[src/rtl/serial_subtractor_if.sv]
// Start/done bus for the bit-serial subtractor; carries operands in, the held result
// and the FSM state (for checkers) out.
interface serial_subtractor_if #(
  parameter int WIDTH = 4
);
  // Handshake: start is sampled on each rising clk edge but is taken only while the FSM is in IDLE.
  // A and B are captured on that same accepting edge. busy stays high for the WIDTH shift cycles.
  // done pulses for one cycle exactly when D/Bout take the new result, and D/Bout then hold.
  logic             start;
  logic [WIDTH-1:0] A;
  logic [WIDTH-1:0] B;
  logic             busy;
  logic             done;
  logic [WIDTH-1:0] D;
  logic             Bout;
  logic [1:0]       state_dbg;

  modport master (
    output start, A, B,
    input  busy, done, D, Bout, state_dbg
  );

  modport slave (
    input  start, A, B,
    output busy, done, D, Bout, state_dbg
  );
endinterface

[src/rtl/serial_subtractor.sv]
// Bit-serial A - B, LSB first: one registered full-subtractor step per clock.
// A borrow flop links the steps, and the result is published on D/Bout only when the last bit is done.
module serial_subtractor #(
  parameter int WIDTH = 4
) (
  input  logic                clk,
  input  logic                rst_n,
  serial_subtractor_if.slave  bus
);
  localparam int CW = $clog2(WIDTH + 1);

  typedef enum logic [1:0] {
    IDLE  = 2'd0,
    SHIFT = 2'd1,
    DONE  = 2'd2
  } state_e;

  state_e           state_q;
  logic [WIDTH-1:0] a_sr_q;
  logic [WIDTH-1:0] b_sr_q;
  logic [WIDTH-1:0] r_sr_q;
  logic [WIDTH-1:0] d_q;
  logic             br_q;
  logic             bout_q;
  logic [CW-1:0]    cnt_q;

  logic             a0;
  logic             b0;
  logic             diff_d;
  logic             br_d;
  logic [WIDTH:0]   r_ext;
  logic [WIDTH-1:0] r_sr_d;
  logic             last_bit;

  assign a0     = a_sr_q[0];
  assign b0     = b_sr_q[0];
  assign diff_d = a0 ^ b0 ^ br_q;
  assign br_d   = (~a0 & b0) | (~(a0 ^ b0) & br_q);

  // The new difference bit enters at the MSB. The extended vector keeps this legal when WIDTH is 1.
  assign r_ext    = {diff_d, r_sr_q};
  assign r_sr_d   = r_ext[WIDTH:1];
  assign last_bit = (cnt_q == CW'(WIDTH - 1));

  always_ff @(posedge clk or negedge rst_n) begin
    if (!rst_n) begin
      state_q <= IDLE;
      a_sr_q  <= '0;
      b_sr_q  <= '0;
      r_sr_q  <= '0;
      d_q     <= '0;
      br_q    <= 1'b0;
      bout_q  <= 1'b0;
      cnt_q   <= '0;
    end else begin
      case (state_q)
        IDLE: begin
          if (bus.start) begin
            a_sr_q  <= bus.A;
            b_sr_q  <= bus.B;
            r_sr_q  <= '0;
            br_q    <= 1'b0;
            cnt_q   <= '0;
            state_q <= SHIFT;
          end
        end
        SHIFT: begin
          a_sr_q <= a_sr_q >> 1;
          b_sr_q <= b_sr_q >> 1;
          r_sr_q <= r_sr_d;
          br_q   <= br_d;
          cnt_q  <= cnt_q + CW'(1);
          if (last_bit) begin
            d_q     <= r_sr_d;
            bout_q  <= br_d;
            state_q <= DONE;
          end
        end
        DONE: begin
          state_q <= IDLE;
        end
        default: begin
          state_q <= IDLE;
        end
      endcase
    end
  end

  assign bus.busy      = (state_q == SHIFT);
  assign bus.done      = (state_q == DONE);
  assign bus.D         = d_q;
  assign bus.Bout      = bout_q;
  assign bus.state_dbg = state_q;
endmodule

[src/flat_wrapper.sv]
// flat-port wrapper written by rule: the top's interface ports become plain ports
module serial_subtractor_flat 
#(
  parameter int WIDTH = 4
)
  (clk, rst_n, bus_start, bus_A, bus_B, bus_busy, bus_done, bus_D, bus_Bout, bus_state_dbg);
  serial_subtractor_if #(.WIDTH(WIDTH)) bus_i ();
  input  logic clk;
  input  logic rst_n;
  input wire logic [$bits(bus_i.start)-1:0] bus_start;
  input wire logic [$bits(bus_i.A)-1:0] bus_A;
  input wire logic [$bits(bus_i.B)-1:0] bus_B;
  output wire logic [$bits(bus_i.busy)-1:0] bus_busy;
  output wire logic [$bits(bus_i.done)-1:0] bus_done;
  output wire logic [$bits(bus_i.D)-1:0] bus_D;
  output wire logic [$bits(bus_i.Bout)-1:0] bus_Bout;
  output wire logic [$bits(bus_i.state_dbg)-1:0] bus_state_dbg;
  assign bus_i.start = bus_start;
  assign bus_i.A = bus_A;
  assign bus_i.B = bus_B;
  assign bus_busy = bus_i.busy;
  assign bus_done = bus_i.done;
  assign bus_D = bus_i.D;
  assign bus_Bout = bus_i.Bout;
  assign bus_state_dbg = bus_i.state_dbg;
  serial_subtractor #(.WIDTH(WIDTH)) u_core (.clk(clk), .rst_n(rst_n), .bus(bus_i));
endmodule
[config.mk]
export PLATFORM = sky130hd
export DESIGN_NAME = serial_subtractor_flat
export DESIGN_NICKNAME = d
export VERILOG_FILES = /design/src/rtl/serial_subtractor_if.sv /design/src/rtl/serial_subtractor.sv /design/src/flat_wrapper.sv
export SDC_FILE = /design/constraint.sdc
export NUM_CORES = 1
export LEC_CHECK = 0
export ABC_CLOCK_PERIOD_IN_PS = 1640
export CAP_MARGIN = 20
export CORE_AREA = 2 2 51 53
export CTS_BUF_LIST = sky130_fd_sc_hd__clkbuf_4
export CTS_CLUSTER_DIAMETER = 100
export CTS_CLUSTER_SIZE = 16
export DETAILED_ROUTE_END_ITERATION = 6
export DIE_AREA = 0 0 53 55
export PLACE_DENSITY = 0.73
export SETUP_SLACK_MARGIN = 0.3
export SYNTH_ARGS = -nofsm -noshare
export SYNTH_HDL_FRONTEND = slang
export SYNTH_SLANG_ARGS = --single-unit
[constraint.sdc]
create_clock -name clk -period 1.64 [get_ports clk]
set_clock_uncertainty 0.05 [all_clocks]
set_input_delay 0.164 -clock clk [delete_from_list [all_inputs] [get_ports clk]]
set_output_delay 0.164 -clock clk [all_outputs]
set_load 0.005 [all_outputs]
==> impl_metrics.env <==
export IMPL_syn_num_nets=95
export IMPL_groute_layer_met3_usage=0.0269
export IMPL_met1_routing_resource_usage_after_global_routing=0.229
export IMPL_detail_route_antenna_nets=0
export IMPL_leakage_nw=0.765
export IMPL_hpwl_mm=1.41
export IMPL_drt_drc_violations_left=0
export IMPL_layout_filler_cells=195
export IMPL_timing_critical_path_from="u_core.bus.state_dbg[1]"
export IMPL_wire_length_of_the_first_global_routing_pass_mm=3.83
export IMPL_final_cell_count_without_fillers=154
export IMPL_finalWorstPathRequiredPeriod_ps=1490
export IMPL_drive_gt1_frac=0.460
export IMPL_timing_max_slew_rel_slack=0.797
export IMPL_dp_cells=131
export IMPL_first_global_vias=835
export IMPL_path_clk_slew_ps=120
export IMPL_grt_start_max_net_pins=23
export IMPL_timing_rr_end="u_core.cnt_q[0]"
export IMPL_cts_htree_levels=1
export IMPL_synth_largest_type_area_fraction=0.513
export IMPL_finalWirelength_mm=2.23
export IMPL_fp_dieW_um=53
export IMPL_final_core_util=0.670
export IMPL_hold_violations=0
export IMPL_worst_r2r_cell_count=6
export IMPL_placement_io_buffers=19
export IMPL_min_period_over_period=0.911
export IMPL_overflow=0
export IMPL_min_delay_path_class="input port to async pin"
export IMPL_worst_setup_path_type="flip-flop to flip-flop"
export IMPL_critPathLaunchType="flip-flop"
export IMPL_cts_sink_count=22
export IMPL_routed_wire_length_per_instance_um=14.5
export IMPL_postSynthRegisterBits=22
export IMPL_placeableCoreArea_mm2=0.00236
export IMPL_grt_usage=0.186
export IMPL_tritoncts="done"
export IMPL_post_synth_inst_count=81
export IMPL_finalSetupViolCount=0
export IMPL_worstPathRequired_ps=1790
export IMPL_synthDominantAreaCellType="dfrtp_1"
export IMPL_placementRows=18
export IMPL_layout_nets=140
export IMPL_timing_fmax_mhz=669
export IMPL_clock_tree_root_cell="clkbuf_4"
export IMPL_yosysUniqueCellTypes=23
export IMPL_area_growth_syn_to_fin_pct=47.7
export IMPL_timing_critical_path_arrival_ps=1640
export IMPL_critical_path_reg2reg_startpoint="u_core.bus.state_dbg[1]"
export IMPL_synth_warnings=0
export IMPL_rsz0062_at_grt="true"
export IMPL_initial_utilization=0.454
export IMPL_timing_max_cap_violations=0
export IMPL_timing_critical_path_to="u_core.cnt_q[0]"
export IMPL_max_clock_path_buffers=2
export IMPL_top_usage_layer="met2"
export IMPL_avgSynthCellArea_um2=13.3
export IMPL_routed_vias=788
export IMPL_floorplan_die_area_mm2=0.00292
export IMPL_result_of_the_run="finished clean"
export IMPL_powerDensity_mw_per_mm2=1730
export IMPL_worstSetupEndpointType="flip-flop"
export IMPL_pin_count=20
export IMPL_post_drt_via_cell_ratio=5.12
export IMPL_antenna_found_initial=0
export IMPL_hold_buffers=0
export IMPL_tns_ps=0
export IMPL_yosys_top_cells_area="dfrtp_1 51%, nor3b_1 4.9%, a22o_1 4.9%, a211oi_2 4.7%, mux2_1 4.2%"
export IMPL_setup_reg_to_reg_worst_slack_ps=150
export IMPL_post_synth_instance_area_mm2=0.00107
export IMPL_max_vdd_ir_drop_mv=1.09
export IMPL_globalRouteMet2Util=0.325
export IMPL_numCtsBuffers=3
export IMPL_num_antenna_cells=0
export IMPL_drtPass1Iterations=4
export IMPL_insertion_delay_ps=300
export IMPL_worst_slew_pin_slew_ps=304
export IMPL_place_congestion=0.692
export IMPL_slew_limit_fails=0
export IMPL_critical_path_max_fanout=8
export IMPL_drtIter0Drc=6
export IMPL_seq_area_frac_synth=0.513
export IMPL_chipHeight_um=55
-- power breakdown --
| group | leakage, nW | total [W] | switching [W] | internal [W] |
|---|---|---|---|---|
| registers | 0.271 | 0.000943 | 0.000152 | 0.000790 |
| clock network | 0.0138 | 0.000246 | 0.000160 | 0.0000857 |
| logic | 0.480 | 0.00156 | 0.000631 | 0.000926 |
| total | 0.765 | 0.00275 | 0.000944 | 0.00180 |
-- registers in the layout (all words and copies together), names as in the netlist --
signal                flops
u_core.a_sr_q             4
u_core.b_sr_q             4
u_core.br_q               1
u_core.bus.Bout           1
u_core.bus.D              4
u_core.bus.state_dbg      2
u_core.cnt_q              3
u_core.r_sr_q             3
-- layout by cell type, fill, tap and decap left out --
| cell type | synthesis | routed |
|---|---|---|
| a211oi_1 | 2 | 1 |
| nor4b_2 | 3 | 5 |
| clkbuf_4 | 0 | 3 |
| nor3b_2 | 0 | 2 |
| buf_12 | 0 | 2 |
| a211oi_2 | 4 | 5 |
| fa_1 | 1 | 1 |
| nand3b_4 | 1 | 1 |
| buf_4 | 2 | 17 |
| clkdlybuf4s15_1 | 0 | 1 |
| a22o_1 | 6 | 6 |
| dfrtp_2 | 0 | 1 |
| ha_2 | 0 | 1 |
| dfrtp_1 | 22 | 21 |
| mux2_4 | 0 | 5 |
| nand2b_4 | 0 | 1 |
| nor3b_1 | 7 | 5 |
| clkdlybuf4s50_1 | 0 | 10 |
| o2bb2ai_1 | 2 | 2 |
| nor4b_4 | 0 | 1 |
| buf_2 | 1 | 2 |
| ha_1 | 2 | 1 |
| dlygate4sd2_1 | 0 | 6 |
| inv_2 | 1 | 2 |
| buf_6 | 2 | 7 |
| a21oi_1 | 1 | 1 |
| nor2b_2 | 0 | 1 |
| inv_1 | 10 | 9 |
| mux2i_1 | 1 | 1 |
| o21bai_4 | 1 | 1 |
| nand2b_1 | 3 | 2 |
-- kinds of logic (layout without fill, tap and decap cells) --
kind of cell,Yosys count,count (layout),synth area share
simple gates,18,18,0.157
fa+ha+maj,3,3,0.0420
mux,6,6,0.0618
compound gates,16,16,0.148
buf+inv,16,59,0.0781
flops,22,22,0.513
-- Yosys cell counts, drive strengths merged --
| cell type | n |
|---|---|
| nand3b | 1 |
| nand2b | 3 |
| nor3b | 7 |
| nor4b | 6 |
| buf | 5 |
| ha | 2 |
| a22o | 6 |
| mux2 | 5 |
| nor2b | 1 |
| a21oi | 1 |
| o2bb2ai | 2 |
| fa | 1 |
| mux2i | 1 |
| inv | 11 |
| o21bai | 1 |
| dfrtp | 22 |
| a211oi | 6 |
-- critical path, stage by stage, from the launching register on --
cell and delay (ps):
dfrtp_1 420, buf_6 130, buf_12 110, buf_12 120, o21bai_4 160, buf_6 140, mux2_4 250
-- worst min-delay path by stage --
stage / end / slack, ps / cells after the start
after global routing: u_core.r_sr_q[2] / 170 / 2
final: u_core.bus.D[3] / 140 / 2
after global placement: u_core.bus.D[1] / 420 / 1
after detailed placement: u_core.r_sr_q[1] / 430 / 1
after CTS: u_core.r_sr_q[2] / 160 / 2
after floorplan: u_core.a_sr_q[0] / -180 / 0
-- stage by stage --
step	hold WS, ps	power (W)	worst slack (ps)	area, um2
final	145	0.00275	146	1590
after global routing	173	0.00296	112	1590
after CTS	156	0.00264	167	1510
after detailed placement	429	0.00211	160	1320
after global placement	423	0.00207	198	1320
after floorplan	-182	0.00170	308	1080
-- cell type report --
type / instances / area (um2) / share of cell area
inverters: 11 / 41.3 / 0.0260
well taps: 30 / 37.5 / 0.0237
repair buffers: 45 / 419 / 0.264
clock buffers: 3 / 22.5 / 0.0142
multi-input cells: 43 / 513 / 0.324
flip-flops and latches: 22 / 552 / 0.348
-- layer usage --
layer	share of wire	vias up
met5	0	-
met4	0.0063	0
met3	0.041	2
met2	0.54	16
met1	0.42	395
li1	-	375
-- timing repair --
action	in CTS	in global routing
setup buffers	16	4
resized for setup	32	10
setup endpoints to repair	15	24
pin swaps	1	5
cloned	0	0
Power figures use the tool's default switching activity.
